File: config.mk
export PLATFORM = sky130hd
export DESIGN_NAME = mem_stage_mq_flat
export DESIGN_NICKNAME = d
export VERILOG_FILES = /design/src/rtl/mem_stage_mq_if.sv /design/src/rtl/mem_stage_mq.sv /design/src/flat_wrapper.sv
export SDC_FILE = /design/constraint.sdc
export NUM_CORES = 1
export LEC_CHECK = 0
export BUFFER_PORTS_ARGS = -buffer_cell sky130_fd_sc_hd__buf_4
export CAP_MARGIN = 5
export CORE_UTILIZATION = 64
export DETAILED_ROUTE_END_ITERATION = 6
export PLACE_DENSITY = 0.85
export SLEW_MARGIN = 20
export SYNTH_ARGS = -nofsm -noshare
export SYNTH_HDL_FRONTEND = slang
export SYNTH_SLANG_ARGS = --single-unit
File: constraint.sdc
create_clock -name clk -period 8.65 [get_ports clk]
set_input_delay 0.4325 -clock clk [delete_from_list [all_inputs] [get_ports clk]]
set_output_delay 0.4325 -clock clk [all_outputs]
set_load 0.005 [all_outputs]
File: src/rtl/mem_stage_mq_if.sv
// Execute -> memory -> writeback pipeline signals plus the data-SRAM response
// channel and writeback flush, as seen by the memory stage.
interface mem_stage_mq_if #(
  parameter int CNT_W = 3
);
  logic              es_to_ms_valid;
  logic              ms_allowin;
  logic              es_req;
  logic [6:0]        es_ld_op;
  logic              es_res_from_mem;
  logic              es_gr_we;
  logic [4:0]        es_dest;
  logic [31:0]       es_alu_result;
  logic              es_ex;
  logic [31:0]       es_pc;
  logic              data_sram_data_ok;
  logic [31:0]       data_sram_rdata;
  logic              flush;
  logic              ws_allowin;
  logic              ms_to_ws_valid;
  logic [31:0]       ms_pc;
  logic [31:0]       ms_final_result;
  logic [4:0]        ms_dest;
  logic [3:0]        ms_rf_we;
  logic              ms_ex;
  logic [CNT_W-1:0]  ms_inflight;

  modport master (
    output es_to_ms_valid, es_req, es_ld_op, es_res_from_mem, es_gr_we,
           es_dest, es_alu_result, es_ex, es_pc,
           data_sram_data_ok, data_sram_rdata, flush, ws_allowin,
    input  ms_allowin, ms_to_ws_valid, ms_pc, ms_final_result, ms_dest,
           ms_rf_we, ms_ex, ms_inflight
  );

  modport slave (
    input  es_to_ms_valid, es_req, es_ld_op, es_res_from_mem, es_gr_we,
           es_dest, es_alu_result, es_ex, es_pc,
           data_sram_data_ok, data_sram_rdata, flush, ws_allowin,
    output ms_allowin, ms_to_ws_valid, ms_pc, ms_final_result, ms_dest,
           ms_rf_we, ms_ex, ms_inflight
  );
endinterface

File: src/rtl/mem_stage_mq.sv
// Memory stage holding up to DEPTH loads/stores in flight: in-order instruction
// queue, in-order read-data FIFO, and a discard counter for flushed responses.
module mem_stage_mq #(
  parameter int DEPTH = 4,
  parameter int CNT_W = $clog2(DEPTH) + 1
) (
  input logic           clk,
  input logic           reset,
  mem_stage_mq_if.slave bus
);
  localparam int PTR_W = $clog2(DEPTH);

  typedef struct packed {
    logic        req;
    logic [6:0]  ld_op;
    logic        res_from_mem;
    logic        gr_we;
    logic [4:0]  dest;
    logic [31:0] alu_result;
    logic        ex;
    logic [31:0] pc;
  } entry_t;

  entry_t           q_mem  [DEPTH];
  logic [31:0]      rd_mem [DEPTH];
  logic [PTR_W-1:0] q_head, q_tail, rd_head, rd_tail;
  logic [CNT_W-1:0] q_count, rd_count, discard_cnt, inflight, inflight_next;
  logic [CNT_W:0]   occupancy;

  entry_t      head, entry_in;
  logic        allowin, valid, push, pop, rd_push, rd_pop, issue;
  logic        rd_empty, discard_zero, bypass, head_ready;
  logic [1:0]  p;
  logic [31:0] d, load_res;
  logic [7:0]  byte_sel;
  logic [15:0] half_sel;

  assign entry_in = '{req: bus.es_req, ld_op: bus.es_ld_op,
                      res_from_mem: bus.es_res_from_mem, gr_we: bus.es_gr_we,
                      dest: bus.es_dest, alu_result: bus.es_alu_result,
                      ex: bus.es_ex, pc: bus.es_pc};

  // Queued entries plus pending discards bound the responses memory may still owe.
  assign occupancy    = {1'b0, q_count} + {1'b0, discard_cnt};
  assign allowin      = occupancy < (CNT_W+1)'(DEPTH);
  assign push         = bus.es_to_ms_valid && allowin && !bus.flush;

  assign head         = q_mem[q_head];
  assign rd_empty     = (rd_count == '0);
  assign discard_zero = (discard_cnt == '0);
  assign bypass       = rd_empty && bus.data_sram_data_ok && discard_zero;
  assign head_ready   = !head.req || head.ex || !rd_empty || bypass;
  assign valid        = (q_count != '0) && head_ready && !bus.flush;
  assign pop          = valid && bus.ws_allowin;
  assign rd_pop       = pop && head.req && !rd_empty;
  // A response consumed through the bypass path never lands in the FIFO.
  assign rd_push      = bus.data_sram_data_ok && discard_zero && !bus.flush &&
                        !(pop && head.req && rd_empty);

  // Requests offered in the flush cycle were still accepted by memory.
  assign issue         = bus.flush ? (bus.es_to_ms_valid && bus.es_req) : (push && bus.es_req);
  assign inflight_next = inflight + CNT_W'(issue) - CNT_W'(bus.data_sram_data_ok);

  always_comb begin
    p        = head.alu_result[1:0];
    d        = rd_empty ? bus.data_sram_rdata : rd_mem[rd_head];
    byte_sel = d[7:0];
    case (p)
      2'd0: byte_sel = d[7:0];
      2'd1: byte_sel = d[15:8];
      2'd2: byte_sel = d[23:16];
      2'd3: byte_sel = d[31:24];
      default: byte_sel = d[7:0];
    endcase
    half_sel = (p == 2'd0) ? d[15:0] : d[31:16];
    load_res = d;
    if (head.ld_op[5])      load_res = {{24{byte_sel[7]}}, byte_sel};
    else if (head.ld_op[4]) load_res = {24'b0, byte_sel};
    else if (head.ld_op[3]) load_res = {{16{half_sel[15]}}, half_sel};
    else if (head.ld_op[2]) load_res = {16'b0, half_sel};
    else if (head.ld_op[1]) load_res = d << {~p, 3'b000};
    else if (head.ld_op[0]) load_res = d >> {p, 3'b000};
  end

  always_comb begin
    bus.ms_rf_we = '0;
    if (valid) begin
      if (head.ld_op[1])      bus.ms_rf_we = {1'b1, p != 2'd0, p[1], p == 2'd3};
      else if (head.ld_op[0]) bus.ms_rf_we = {p == 2'd0, !p[1], p != 2'd3, 1'b1};
      else                    bus.ms_rf_we = {4{head.gr_we}};
    end
  end

  assign bus.ms_allowin      = allowin;
  assign bus.ms_to_ws_valid  = valid;
  assign bus.ms_pc           = head.pc;
  assign bus.ms_dest         = head.dest;
  assign bus.ms_ex           = valid && head.ex;
  assign bus.ms_final_result = head.res_from_mem ? load_res : head.alu_result;
  assign bus.ms_inflight     = inflight;

  always_ff @(posedge clk) begin
    if (push)    q_mem[q_tail]   <= entry_in;
    if (rd_push) rd_mem[rd_tail] <= bus.data_sram_rdata;
  end

  always_ff @(posedge clk) begin
    if (reset) begin
      q_head      <= '0;
      q_tail      <= '0;
      q_count     <= '0;
      rd_head     <= '0;
      rd_tail     <= '0;
      rd_count    <= '0;
      discard_cnt <= '0;
      inflight    <= '0;
    end else if (bus.flush) begin
      q_head      <= '0;
      q_tail      <= '0;
      q_count     <= '0;
      rd_head     <= '0;
      rd_tail     <= '0;
      rd_count    <= '0;
      discard_cnt <= inflight_next;
      inflight    <= inflight_next;
    end else begin
      if (push)   q_tail  <= q_tail + PTR_W'(1);
      if (pop)    q_head  <= q_head + PTR_W'(1);
      if (rd_push) rd_tail <= rd_tail + PTR_W'(1);
      if (rd_pop)  rd_head <= rd_head + PTR_W'(1);
      q_count  <= q_count + CNT_W'(push) - CNT_W'(pop);
      rd_count <= rd_count + CNT_W'(rd_push) - CNT_W'(rd_pop);
      if (bus.data_sram_data_ok && !discard_zero) discard_cnt <= discard_cnt - CNT_W'(1);
      inflight <= inflight_next;
    end
  end
endmodule
File: src/flat_wrapper.sv
// flat-port wrapper written by rule: the top's interface ports become plain ports
module mem_stage_mq_flat 
#(
  parameter int DEPTH = 4,
  parameter int CNT_W = $clog2(DEPTH) + 1
)
  (clk, reset, bus_es_to_ms_valid, bus_es_req, bus_es_ld_op, bus_es_res_from_mem, bus_es_gr_we, bus_es_dest, bus_es_alu_result, bus_es_ex, bus_es_pc, bus_data_sram_data_ok, bus_data_sram_rdata, bus_flush, bus_ws_allowin, bus_ms_allowin, bus_ms_to_ws_valid, bus_ms_pc, bus_ms_final_result, bus_ms_dest, bus_ms_rf_we, bus_ms_ex, bus_ms_inflight);
  mem_stage_mq_if #(.CNT_W(CNT_W)) bus_i ();
  input logic clk;
  input logic reset;
  input wire logic [$bits(bus_i.es_to_ms_valid)-1:0] bus_es_to_ms_valid;
  input wire logic [$bits(bus_i.es_req)-1:0] bus_es_req;
  input wire logic [$bits(bus_i.es_ld_op)-1:0] bus_es_ld_op;
  input wire logic [$bits(bus_i.es_res_from_mem)-1:0] bus_es_res_from_mem;
  input wire logic [$bits(bus_i.es_gr_we)-1:0] bus_es_gr_we;
  input wire logic [$bits(bus_i.es_dest)-1:0] bus_es_dest;
  input wire logic [$bits(bus_i.es_alu_result)-1:0] bus_es_alu_result;
  input wire logic [$bits(bus_i.es_ex)-1:0] bus_es_ex;
  input wire logic [$bits(bus_i.es_pc)-1:0] bus_es_pc;
  input wire logic [$bits(bus_i.data_sram_data_ok)-1:0] bus_data_sram_data_ok;
  input wire logic [$bits(bus_i.data_sram_rdata)-1:0] bus_data_sram_rdata;
  input wire logic [$bits(bus_i.flush)-1:0] bus_flush;
  input wire logic [$bits(bus_i.ws_allowin)-1:0] bus_ws_allowin;
  output wire logic [$bits(bus_i.ms_allowin)-1:0] bus_ms_allowin;
  output wire logic [$bits(bus_i.ms_to_ws_valid)-1:0] bus_ms_to_ws_valid;
  output wire logic [$bits(bus_i.ms_pc)-1:0] bus_ms_pc;
  output wire logic [$bits(bus_i.ms_final_result)-1:0] bus_ms_final_result;
  output wire logic [$bits(bus_i.ms_dest)-1:0] bus_ms_dest;
  output wire logic [$bits(bus_i.ms_rf_we)-1:0] bus_ms_rf_we;
  output wire logic [$bits(bus_i.ms_ex)-1:0] bus_ms_ex;
  output wire logic [$bits(bus_i.ms_inflight)-1:0] bus_ms_inflight;
  assign bus_i.es_to_ms_valid = bus_es_to_ms_valid;
  assign bus_i.es_req = bus_es_req;
  assign bus_i.es_ld_op = bus_es_ld_op;
  assign bus_i.es_res_from_mem = bus_es_res_from_mem;
  assign bus_i.es_gr_we = bus_es_gr_we;
  assign bus_i.es_dest = bus_es_dest;
  assign bus_i.es_alu_result = bus_es_alu_result;
  assign bus_i.es_ex = bus_es_ex;
  assign bus_i.es_pc = bus_es_pc;
  assign bus_i.data_sram_data_ok = bus_data_sram_data_ok;
  assign bus_i.data_sram_rdata = bus_data_sram_rdata;
  assign bus_i.flush = bus_flush;
  assign bus_i.ws_allowin = bus_ws_allowin;
  assign bus_ms_allowin = bus_i.ms_allowin;
  assign bus_ms_to_ws_valid = bus_i.ms_to_ws_valid;
  assign bus_ms_pc = bus_i.ms_pc;
  assign bus_ms_final_result = bus_i.ms_final_result;
  assign bus_ms_dest = bus_i.ms_dest;
  assign bus_ms_rf_we = bus_i.ms_rf_we;
  assign bus_ms_ex = bus_i.ms_ex;
  assign bus_ms_inflight = bus_i.ms_inflight;
  mem_stage_mq #(.DEPTH(DEPTH), .CNT_W(CNT_W)) u_core (.clk(clk), .reset(reset), .bus(bus_i));
endmodule
==> summary.txt, run 1 <==
Clocking
  • CTS Sinks: 468
  • Worst-path clk slew: roughly 0.060 ns
  • Longest Clk Path Bufs: 3
  • Setup repair bufs after CTS: 0
  • Total CTS buffers: 46
  • Number of hold buffers added after CTS: 0
  • Root Buffer: clkbuf_16
  • H-tree Lvls: 2
  • Clock latency on the worst-skew pair: around 0.57 ns
  • Cts repair resizes: 0
  • CTS tree: built

Layout
  • Fin nets: 1480
  • Antenna Cells: 0
  • Area occupied by multi-input gates: approximately 0.0059 mm2
  • Reg area: roughly 0.014 mm2
  • Share of post-route cells with drive strength above 1: 0.308
  • Filler instances: roughly 1700
  • Most frequent cells in the layout: 444 x edfxtp_1, 206 x buf_4, 112 x mux4_2
  • Area grow syn2layout: 15.9%
  • Commonest non-fill, non-tap cell in the layout: edfxtp_1
  • Final std cells w/o fill: roughly 1800

Floorplanning
  • Die Area: approximately 0.032 mm2
  • Starting density of the core: 0.655
  • Die Width: ~180 um
  • Core Region: 0.0308 mm2
  • I/O pin total: roughly 200
  • Die Ht: approximately 180 um
  • Site Rows: between 60 and 70

Hold path
  • Min-Delay Path Class: in2reg

STA
  • RSZ-0062 raised after global routing: false
  • Clock skew: 0.0217 ns
  • PnR worst setup slack: around 3.3 ns
  • F_max: ~190 MHz
  • Final setup fails: 0
  • TNS Setup: 0 ns
  • Fin. max-slew vios: 0
  • Final hold viol count: 0
  • Final worst path period need: 5.38 ns
  • Final Cycle Share: 0.622
  • Worst-margin pin slew: about 1.2 ns
  • Max_slew headroom: 0.227

Pwr
  • Static leakage: about 7.8 nW
  • VDD IR max: between 200 and 250 uV
  • Design internal power: 4.00 mW
  • Switching share of power: 0.241
  • Comb pwr share: 0.130
  • Pwr/cell area: ~230 mW/mm2
  • Clk pwr share: 0.374
  • Seq pwr share: 0.496
  • Tot Pwr: 5.27 mW
  • Psw: 1.27 mW

Setup path
  • Worst R2R End: u_core.q_count[2]
  • Crit. End Element: output pin
  • Worst Path Arrival: 4.95 ns
  • Reg2Reg Depth: 12
  • Worst Path Required: between 8 and 9 ns
  • Critical Path End: bus_ms_final_result[15]
  • Worst-path cell chain: buf_4, mux4_2, or2_1, nor3_1, o221ai_1, a31oi_1, buf_4
  • Crit path top cell by count: buf_4
  • Worst path bufs/invs: 2
  • Kind of critical path: reg2out
  • Crit. path cell count: 7
  • Crit-path leading delay family: simple AND/OR/NAND/NOR gates
  • Startpoint Class: flip-flop
  • FF-to-FF setup slack: 4.77 ns
  • CP peak stage delay: roughly 0.89 ns
  • CP max FO: between 40 and 50
  • Slowest stage cell, crit path: nor3_1

Yosys
  • Yosys top cell area share: 0.660
  • Synth Register Bits: roughly 470
  • Post-synth top area cell: edfxtp_1
  • Post-synthesis compound-gate area fraction: 0.0608
  • Synth Area in XOR/XNOR: 0.00607
  • Synth Area in Adders: 0.0141
  • Synth cell types: 63
  • Mux contribution to synthesized area: 0.170
  • Synthesized-area fraction occupied by and/or/nand/nor cells: 0.0422
  • Avg Inst Size Synth: between 15 and 20 um2
  • Mapped Nets: approximately 1300
  • Mapped Cells: 1155
  • Synth top area cells: edfxtp_1 66%, mux4_2 12%, mux2i_1 3.4%
  • Post-synth ARST share: 0
  • Mapped Area: ~0.020 mm2
  • Post-synth EDFFs: ~440
  • Sequential-to-total area share from yosys stat: 0.684
  • Predominant post-synthesis flop cell: edfxtp_1
  • Largest family of logic cells by synthesized area: multiplexers
  • Synth warnings: 0

Placed design
  • Hpwl dp: slightly below 30000 um
  • Pre-CTS WS: ~3.8 ns
  • Post-placement cell count: around 1700
  • Final Wtd Congestion: a little under 1
  • # port buffers: approximately 200

Global routing
  • Global Route met3 Usage: 0.0823
  • First-pass GRT wire length: 71900 um
  • Total gr overflow: 0
  • Number of global-route vias before repair: 11900
  • Pin count of the biggest net entering global routing: 73
  • GRT Overall Usage: 0.297
  • Grt met2 use: 0.475
  • Initial antenna violation count: 1
  • Busiest layer in global routing: met2
  • M1 GR Usage: 0.399

Run status
  • Failing checks: DRC
  • Outcome: finished with violations

Routing
  • # DRC: 5
  • Vias: roughly 12000
  • DRT Wirelength: about 48000 um
  • DR iter-0 viols: ~1100
  • Routed Antenna Nets: 0
  • DR pass1 iterations: 7
  • Vias per cell: 6.60
  • Post-DR wirelength/cell: 26.9 um

Flow run
  • Max-Cap Viols: 0
## power groups by stage
stage	logic (mW)	registers, mW	clock network, mW
finish	0.686	2.61	1.97
global route	0.730	2.62	2.08
global placement	0.652	2.65	0
CTS	0.677	2.61	1.99
floorplan	0.386	2.65	0
detailed placement	0.670	2.66	0
## logic make-up (layout without fill, tap and decap cells)
group / count (synthesis) / after routing
buffers and inverters: 95 / 318
multiplexers: 201 / 201
AO/OA/AOI/OAI: 182 / 182
XOR/XNOR: 14 / 14
adder cells (fa/ha/maj): 21 / 21
flip-flops: 468 / 468
AND/OR/NAND/NOR: 174 / 174
## flip-flops by register name, summed over array words and instances, names as in the netlist, named ones only
signal and cells:
u_core.bus.ms_inflight 3, u_core.rd_mem 128, u_core.rd_tail 2, u_core.rd_head 2
u_core.q_head 2, u_core.q_count 3, u_core.q_mem 316, u_core.discard_cnt 3
u_core.q_tail 2, u_core.rd_count 3
## layer usage
layer  up-vias  part of all wire
met2       632              0.49
met5         -           0.00036
met3       107             0.095
met4         2             0.034
met1      5896              0.38
li1       5072                 -
## worst register-to-register path: cells and delay by family (launching register included)
kind	cells	cell delay (ns)
AO/OA/AOI/OAI	1	0.48
XOR/XNOR	2	0.33
adder cells (fa/ha/maj)	3	0.83
buffers and inverters	3	0.31
flip-flops	1	0.85
multiplexers	1	0.66
AND/OR/NAND/NOR	2	0.29
## worst min-delay path by stage
stage          depth (start not counted)                  end  slack, ns             start
2_1_floorplan                          2     u_core.q_tail[1]       0.47  u_core.q_tail[1]
3_3_place_gp                           2     u_core.q_tail[1]       0.50  u_core.q_tail[1]
3_5_place_dp                           2     u_core.q_tail[1]       0.50  u_core.q_tail[1]
4_1_cts                                1   u_core.q_mem[3][9]       0.05      bus_es_pc[9]
5_1_grt                                1  u_core.q_mem[3][25]       0.05     bus_es_pc[25]
6_report                               1  u_core.q_mem[1][30]       0.06     bus_es_pc[30]
## cell usage after synthesis (all sizes together) (10+ instances only)
library cell	n
mux4	112
and2	12
mux2i	69
xnor2	10
o21ai	34
a31oi	10
ha	18
a21oi	38
nor2	68
dfxtp	24
nand3	10
o22ai	28
a211oi	11
mux2	20
nor3	19
inv	27
edfxtp	444
clkbuf	24
nand2	29
buf	44
a311oi	10
## per-stage QoR
step	hold slack (ns)	instance area [um2]	util
final	0.0604	23400	0.759
after global routing	0.0475	23400	0.759
after global placement	0.495	21900	0.711
after CTS	0.0479	23400	0.759
after detailed placement	0.500	21900	0.711
after floorplan	0.469	20200	-
## area by class of cell
cell class | count | area share
Clock inverter | 27 | 0.0121
Inverter | 27 | 0.00433
Tap cell | 396 | 0.0212
Clock buffer | 58 | 0.0520
Multi-Input combinational cell | 592 | 0.254
Sequential cell | 468 | 0.591
Timing Repair Buffer | 206 | 0.0661
Power figures use the tool's default switching activity.
==> inputs of run 2 (changes only) <==
--- a/config.mk
+++ b/config.mk
@@ -5,11 +5,12 @@
 export SDC_FILE = /design/constraint.sdc
 export NUM_CORES = 1
 export LEC_CHECK = 0
+export ABC_AREA = 1
 export BUFFER_PORTS_ARGS = -buffer_cell sky130_fd_sc_hd__buf_4
 export CAP_MARGIN = 5
-export CORE_UTILIZATION = 64
+export CORE_UTILIZATION = 60
 export DETAILED_ROUTE_END_ITERATION = 6
-export PLACE_DENSITY = 0.85
+export PLACE_DENSITY = 0.8
 export SLEW_MARGIN = 20
 export SYNTH_ARGS = -nofsm -noshare
 export SYNTH_HDL_FRONTEND = slang
==> constraint.sdc (replaced) <==
create_clock -name clk -period 5.1 [get_ports clk]
set_input_delay 0.255 -clock clk [delete_from_list [all_inputs] [get_ports clk]]
set_output_delay 0.255 -clock clk [all_outputs]
set_load 0.005 [all_outputs]
==> run 2 against run 1 <==
Compared with the run above: the run now ends clean; combinational power rose by 59%; critical path type unchanged; critical path depth increased by 6; non-clock buffer count up 124; sequential power increased by 68%; cell area rose by 10%; synthesized cell count rose by 79%; via count grew 41%.
==> summary.txt, run 2 <==
Layout
  • Area occupied by multi-input gates: 0.00627 mm2 (+5.5%)
  • Biggest register: u_core.q_mem
  • Max FFs per register: 316 (unchanged)
  • Finished layout cell area: 0.0258 mm2 (+10%)
  • Area grow syn2layout: 21.0%
  • Top Registers: u_core.q_mem (316), u_core.rd_mem (128)
  • Filler instances: 2294 (+37%)
  • Reg area: 0.0138 mm2 (about the same)
  • Share of post-route cells with drive strength above 1: 0.165 (-0.144)
  • Commonest non-fill, non-tap cell in the layout: nand2_1
  • Most frequent cells in the layout: 445 x nand2_1, 444 x edfxtp_1, 243 x nor2_1
  • Fin nets: 2483 (+68%)

Yosys
  • Post-synth top area cell: edfxtp_1
  • Synth top area cells: edfxtp_1 63%, nand2_1 7.8%, nor2_1 4.4%
  • Synth cell types: 46 (-27%)
  • Predominant post-synthesis flop cell: edfxtp_1
  • Sequential-to-total area share from yosys stat: 0.649 (-0.0350)
  • Mapped Cells: 2066 (+79%)
  • Avg Inst Size Synth: 10.3 um2 (-41%)
  • Yosys top cell area share: 0.626 (-0.0338)
  • Synth cell count leaders: 445 x nand2_1, 444 x edfxtp_1, 251 x nor2_1
  • Post-synth ARST share: 0 (unchanged)
  • Most common cell in the synthesized netlist: nand2_1
  • Synth warnings: 0 (unchanged)
  • Mapped Nets: 2205 (+70%)
  • Synth Register Bits: 468 (unchanged)
  • Mapped Area: 0.0213 mm2 (+5.4%)
  • Post-synth EDFFs: 444 (unchanged)

Setup path
  • FF-to-FF setup slack: 1.91 ns (-2.86 ns)
  • Worst R2R End: u_core.rd_count[2]
  • Slowest stage cell, crit path: buf_4
  • Kind of critical path: reg2out
  • Worst-path cell chain: buf_4, nand3_1, nand2_2, nand2_4, inv_2, nand2_1, inv_1, a21oi_1, o21ai_0, nand2_1, nand2_1, nand2_1, buf_4
  • Startpoint Class: flip-flop
  • Crit. End Element: output pin
  • Crit path top cell by count: nand2_1
  • CP max FO: 82 (+91%)
  • Critical Path End: bus_ms_final_result[6]
  • Reg2Reg Depth: 17 (+5)
  • Worst Path Arrival: 3.88 ns (-1.07 ns)
  • CP peak stage delay: 0.70 ns (-0.19 ns)
  • Worst Path Required: 4.85 ns (-3.37 ns)

STA
  • Max_slew headroom: 0.217 (-0.0101)
  • Worst-margin pin slew: 1.17 ns (+0.0227 ns)
  • Final setup fails: 0 (unchanged)
  • F_max: approximately 240 MHz
  • Final worst path period need: 4.14 ns
  • Fin. max-slew vios: 0 (unchanged)
  • Final Cycle Share: 0.811
  • Clock skew: 0.0167 ns (-0.00495 ns)
  • Final hold viol count: 0 (unchanged)
  • RSZ-0062 raised after global routing: false
  • TNS Setup: 0 ns (unchanged)

Clocking
  • Longest Clk Path Bufs: 3 (unchanged)
  • CTS tree: built
  • Clock latency on the worst-skew pair: 0.58 ns (about the same)
  • Total CTS buffers: 47 (+2.2%)
  • CTS Sinks: 468 (unchanged)
  • H-tree Lvls: 2 (unchanged)
  • Worst-path clk slew: 0.06 ns (about the same)
  • Root Buffer: clkbuf_16

Pwr
  • Design internal power: 6.81 mW (+70%)
  • Pwr/cell area: 350 mW/mm2 (+56%)
  • Clk pwr share: 0.393 (+0.019)
  • Seq pwr share: 0.486 (-0.010)
  • Psw: 2.22 mW (+74%)
  • Switching share of power: 0.246 (+0.00439)
  • VDD IR max: 349 uV (+62%)
  • Static leakage: 10.2 nW (+32%)
  • Comb pwr share: 0.121 (-0.009)

Run status
  • Outcome: completed

Placed design
  • # port buffers: 195 (unchanged)
  • DP Area: 0.0230 mm2 (+5.2%)
  • Hpwl dp: 34000 um (+14%)
  • Final Wtd Congestion: 0.944 (-2.9%)

Global routing
  • Pin count of the biggest net entering global routing: 85 (+16%)
  • Initial antenna violation count: 3 (+2)
  • GRT Overall Usage: 0.319 (+0.0216)
  • First-pass GRT wire length: 88200 um (+23%)
  • Number of global-route vias before repair: 16300 (+37%)
  • Total gr overflow: 0 (unchanged)

Floorplanning
  • Die Ht: 190 um (+6.0%)
  • I/O pin total: 197 (unchanged)
  • Site Rows: 68 (+6.3%)
  • Die Width: 190 um (+6.0%)
  • Die Area: 0.0362 mm2 (+12%)
  • Starting density of the core: 0.613 (-0.0419)
  • Core Region: 0.0347 mm2 (+13%)

Routing
  • DR pass1 iterations: 6 (-1)
  • DRT Wirelength: 58100 um (+22%)
  • Vias: 16500 (+41%)
  • Vias per cell: 5.82 (-12%)
  • Routed Antenna Nets: 0 (unchanged)
  • # DRC: 0 (-5)
  • DR iter-0 viols: 1757 (+62%)
  • Post-DR wirelength/cell: 20.5 um (-24%)

Flow run
  • Max-Cap Viols: 0 (unchanged)

Hold path
  • Min-Delay Path Class: in2reg
-- run 2: worst max-delay path: cells and delay by family, from the launching register on --
family | cells | cell delay, ns
and+or+nand+nor | 7 | 1.31
AOI/OAI and AO/OA | 2 | 0.19
buffers and inverters | 4 | 1.47
DFF | 1 | 0.33
-- run 2: final cells by class --
| cell class | count | share of cell area |
|---|---|---|
| sequential | 468 | 0.536 |
| multi-input combinational | 1305 | 0.243 |
| timing repair buffer | 330 | 0.109 |
| clock buffer | 57 | 0.0475 |
| inverter | 192 | 0.0281 |
| tap | 455 | 0.0221 |
| clock inverter | 30 | 0.0137 |
| antenna | 3 | 0.000291 |
-- run 2: logic make-up after synthesis --
logic type / Yosys count / synth area share
flops: 468 / 0.649
xor+xnor: 4 / 0.00165
fa+ha+maj: 21 / 0.0134
compound gates: 327 / 0.0880
buf+inv: 293 / 0.0586
simple gates: 953 / 0.190
-- run 2: routing by layer --
layer,global-route usage,up-vias,share of wire
met5,0,-,0
li1,-,7603,-
met3,0.0570,127,0.083
met1,0.404,7950,0.38
met4,0.124,0,0.033
met2,0.545,840,0.51
-- run 2: power groups by stage --
stage                     logic [mW]  registers (mW)  clock network [mW]
final                           1.09            4.38                3.55
after global routing            1.19            4.39                3.70
after CTS                       1.07            4.38                3.54
after detailed placement       0.994            4.46                   0
after global placement         0.972            4.45                   0
after floorplan                0.558            4.47                   0
-- run 2: worst min-delay path by stage --
stage                                     start  depth (start not counted)                   endpoint  slack, ns
after CTS                 bus_data_sram_data_ok                          3      u_core.discard_cnt[0]       0.04
after floorplan                           reset                          1  u_core.bus.ms_inflight[0]       0.33
after detailed placement   bus_es_alu_result[6]                          1        u_core.q_mem[2][39]       0.46
final                     bus_data_sram_data_ok                          3      u_core.discard_cnt[0]       0.07
after global placement         u_core.q_head[1]                          2                  flip-flop       0.44
after global routing      bus_data_sram_data_ok                          3      u_core.discard_cnt[0]       0.11
-- run 2: timing repair --
item | in CTS | in global routing
setup buffers | 0 | 0
hold endpoints to repair | 451 | 0
hold buffers | 114 | 0
resized for setup | 0 | 0
endpoints found under the setup margin | 0 | 0
-- run 2: stage by stage --
stage | worst slack (ns) | std cells | total power [mW] | hold slack (ns) | utilization
6_report | 0.965 | 2840 | 9.03 | 0.0661 | 0.742
5_1_grt | 0.678 | 2839 | 9.27 | 0.114 | 0.742
4_1_cts | 1.04 | 2837 | 8.99 | 0.0417 | 0.742
3_5_place_dp | 1.64 | 2636 | 5.45 | 0.457 | 0.664
3_3_place_gp | 1.69 | 2636 | 5.43 | 0.443 | 0.664
2_1_floorplan | -0.226 | 2066 | 5.02 | 0.326 | -
==> inputs of run 3 (changes only) <==
--- a/config.mk
+++ b/config.mk
@@ -5,10 +5,10 @@
 export SDC_FILE = /design/constraint.sdc
 export NUM_CORES = 1
 export LEC_CHECK = 0
-export ABC_AREA = 1
+export ABC_AREA = 0
 export BUFFER_PORTS_ARGS = -buffer_cell sky130_fd_sc_hd__buf_4
 export CAP_MARGIN = 5
-export CORE_UTILIZATION = 60
+export CORE_UTILIZATION = 59
 export DETAILED_ROUTE_END_ITERATION = 6
 export PLACE_DENSITY = 0.8
 export SLEW_MARGIN = 20
==> constraint.sdc (replaced) <==
create_clock -name clk -period 3.95 [get_ports clk]
set_input_delay 0.1975 -clock clk [delete_from_list [all_inputs] [get_ports clk]]
set_output_delay 0.1975 -clock clk [all_outputs]
set_load 0.005 [all_outputs]
==> run 3 against run 2 <==
Compared with the run above: wire length down 10%; die area down 3.5%; first-iteration DRC count down 30%; global-route usage down 1.7 points; largest power group unchanged; sequential share of layout area up 1.8 points; clock power up 18%.
==> summary.txt, run 3 (synthesis gave the netlist of run 1 again) <==
Floorplanning
  • Core Region: 0.0336 mm2 (-3.2%)
  • Starting density of the core: 0.601 (-0.0124)
  • Site Rows: 67 (-1.5%)
  • Die Width: 187 um (-1.8%)
  • Die Area: 0.0350 mm2 (-3.5%)
  • I/O pin total: 197 (unchanged)
  • Die Ht: 187 um (-1.8%)

Layout
  • Area grow syn2layout: 23.4%
  • Max FFs per register: 316 (unchanged)
  • Top Registers: u_core.q_mem (316), u_core.rd_mem (128)
  • Area occupied by multi-input gates: 0.00600 mm2 (-4.3%)
  • Commonest non-fill, non-tap cell in the layout: edfxtp_1
  • Most frequent cells in the layout: 444 x edfxtp_1, 239 x buf_4, 114 x dlygate4sd3_1
  • Finished layout cell area: 0.0249 mm2 (-3.2%)
  • Share of post-route cells with drive strength above 1: 0.301 (+0.137)
  • Reg area: 0.0138 mm2 (about the same)
  • Biggest register: u_core.q_mem
  • Fin nets: 1634 (-34%)
  • Filler instances: 1922 (-16%)

Clocking
  • Longest Clk Path Bufs: 3 (unchanged)
  • CTS tree: built
  • CTS Sinks: 468 (unchanged)
  • Root Buffer: clkbuf_16
  • Total CTS buffers: 46 (-2.1%)
  • H-tree Lvls: 2 (unchanged)
  • Worst-path clk slew: 0.06 ns (about the same)
  • Clock latency on the worst-skew pair: 0.56 ns (-0.02 ns)

Setup path
  • Worst-path cell chain: mux4_2, buf_4, mux2i_1, mux2i_1, a22oi_1, or2_2, a311oi_1, buf_4
  • Reg2Reg Depth: 12 (-5)
  • CP max FO: 21 (-74%)
  • Worst Path Required: 3.75 ns (-1.10 ns)
  • Crit. End Element: output pin
  • FF-to-FF setup slack: 0.46 ns (-1.45 ns)
  • Slowest stage cell, crit path: mux4_2
  • Kind of critical path: reg2out
  • Worst R2R End: u_core.q_count[2]
  • CP peak stage delay: 0.79 ns (+0.09 ns)
  • Worst Path Arrival: 3.73 ns (-0.15 ns)
  • Startpoint Class: flip-flop

Routing
  • Vias: 12500 (-25%)
  • # DRC: 0 (unchanged)
  • Post-DR wirelength/cell: 26.5 um (+29%)
  • DRT Wirelength: 52300 um (-10%)
  • DR iter-0 viols: 1222 (-30%)
  • Vias per cell: 6.30 (+8.4%)
  • DR pass1 iterations: 5 (-1)
  • Routed Antenna Nets: 0 (unchanged)

Hold path
  • Hold path startpoint: bus_ws_allowin
  • Min-Delay Path Class: in2reg
  • Hold path cells: 4 (+1)

Global routing
  • First-pass GRT wire length: 78800 um (-11%)
  • Initial antenna violation count: 3 (unchanged)
  • Number of global-route vias before repair: 12700 (-22%)
  • GRT Overall Usage: 0.301 (-0.0174)
  • Pin count of the biggest net entering global routing: 80 (-5.9%)
  • Total gr overflow: 0 (unchanged)

Pwr
  • VDD IR max: 428 uV (+22%)
  • Static leakage: 8.43 nW (-18%)
  • Pwr/cell area: 464 mW/mm2 (+32%)
  • Tot Pwr: 11.6 mW (+28%)

STA
  • Clock skew: 0.0159 ns (-0.000790 ns)
  • Final worst path period need: slightly below 4 ns
  • Hold_ws: 0.0930 ns (+0.0269 ns)
  • RSZ-0062 raised after global routing: true
  • Final hold viol count: 0 (unchanged)
  • F_max: between 200 and 300 MHz
  • Fin. max-slew vios: 0 (unchanged)
  • Final Cycle Share: 0.995
  • Worst-margin pin slew: 0.797 ns (-0.376 ns)
  • Final setup fails: 0 (unchanged)
  • TNS Setup: 0 ns (unchanged)
  • Max_slew headroom: 0.468 (+0.250)

Flow run
  • Max-Cap Viols: 0 (unchanged)

Run status
  • Outcome: completed

Placed design
  • Hpwl dp: 31500 um (-7.3%)
  • DP Area: 0.0223 mm2 (-3.2%)
  • Final Wtd Congestion: 0.949 (+0.59%)
  • # port buffers: 195 (unchanged)
==> run 3: cell count changes in the layout (fill, tap and decap cells not counted), moves of 25 or more <==
cell     previous run  this run
inv_1             180        27
nor2_1            243        67
o21ai_0           157        33
mux4_2              0       112
mux2i_1             0        69
or2_2              28         3
buf_4             213       239
nand3_1           185         9
nand2_1           445        29
o22ai_1            68        28
==> run 3: where the power goes <==
part	internal (mW)	total [mW]	switching, mW	leakage [nW]
registers	5.65	5.72	0.0714	4.22
clock network	2.34	4.19	1.84	0.681
logic	0.745	1.66	0.914	3.53
==> run 3: timing repair <==
item | 4_1_cts | 5_1_grt
cloned | 1 | 0
gates resized for setup | 4 | 11
buffers inserted | 0 | 2
hold buffers | 114 | 0
endpoints found under the setup margin | 13 | 17
endpoints found under the hold margin | 451 | 0
==> run 3: how the worst max path moves through the flow <==
| stage | startpoint | end | slack (ns) | cells past startpoint |
|---|---|---|---|---|
| finish | flip-flop | bus_ms_final_result[24] | 0.02 | 8 |
| detailed placement | flip-flop | bus_ms_final_result[17] | 0.45 | 8 |
| global placement | flip-flop | bus_ms_final_result[17] | 0.43 | 8 |
| CTS | flip-flop | bus_ms_final_result[20] | -0.02 | 8 |
| global route | flip-flop | bus_ms_final_result[25] | -0.03 | 8 |
| floorplan | u_core.q_count[1] | u_core.q_mem[0][0] | 0.03 | 6 |
==> run 3: metrics by stage <==
step                      setup slack (ns)   util  instances
after floorplan                     0.0340      -       1155
after global placement               0.431  0.663       1778
after detailed placement             0.450  0.663       1778
after CTS                          -0.0186  0.740       1973
after global routing               -0.0340  0.742       1975
final                               0.0179  0.742       1976
==> run 3: final cells by class <==
class                           instances  area share
Tap cell                              448      0.0225
Clock buffer                           58      0.0480
Multi-Input combinational cell        593       0.241
Clock inverter                         22     0.00808
Antenna cell                            1    0.000100
Timing Repair Buffer                  359       0.122
Inverter                               27     0.00406
Sequential cell                       468       0.554
==> run 3: routing by layer <==
layer / track usage / wire [um]
met5: 0 / 26
met4: 0.0839 / 1330
met3: 0.0585 / 4120
met2: 0.517 / 26700
met1: 0.396 / 20200
==> run 3: worst max-delay path: cells and delay by family (launching register included) <==
family | cells | cell delay (ns)
AOI/OAI and AO/OA | 2 | 0.68
buffers and inverters | 2 | 0.55
muxes | 3 | 1.12
and+or+nand+nor | 1 | 0.34
DFF | 1 | 0.49
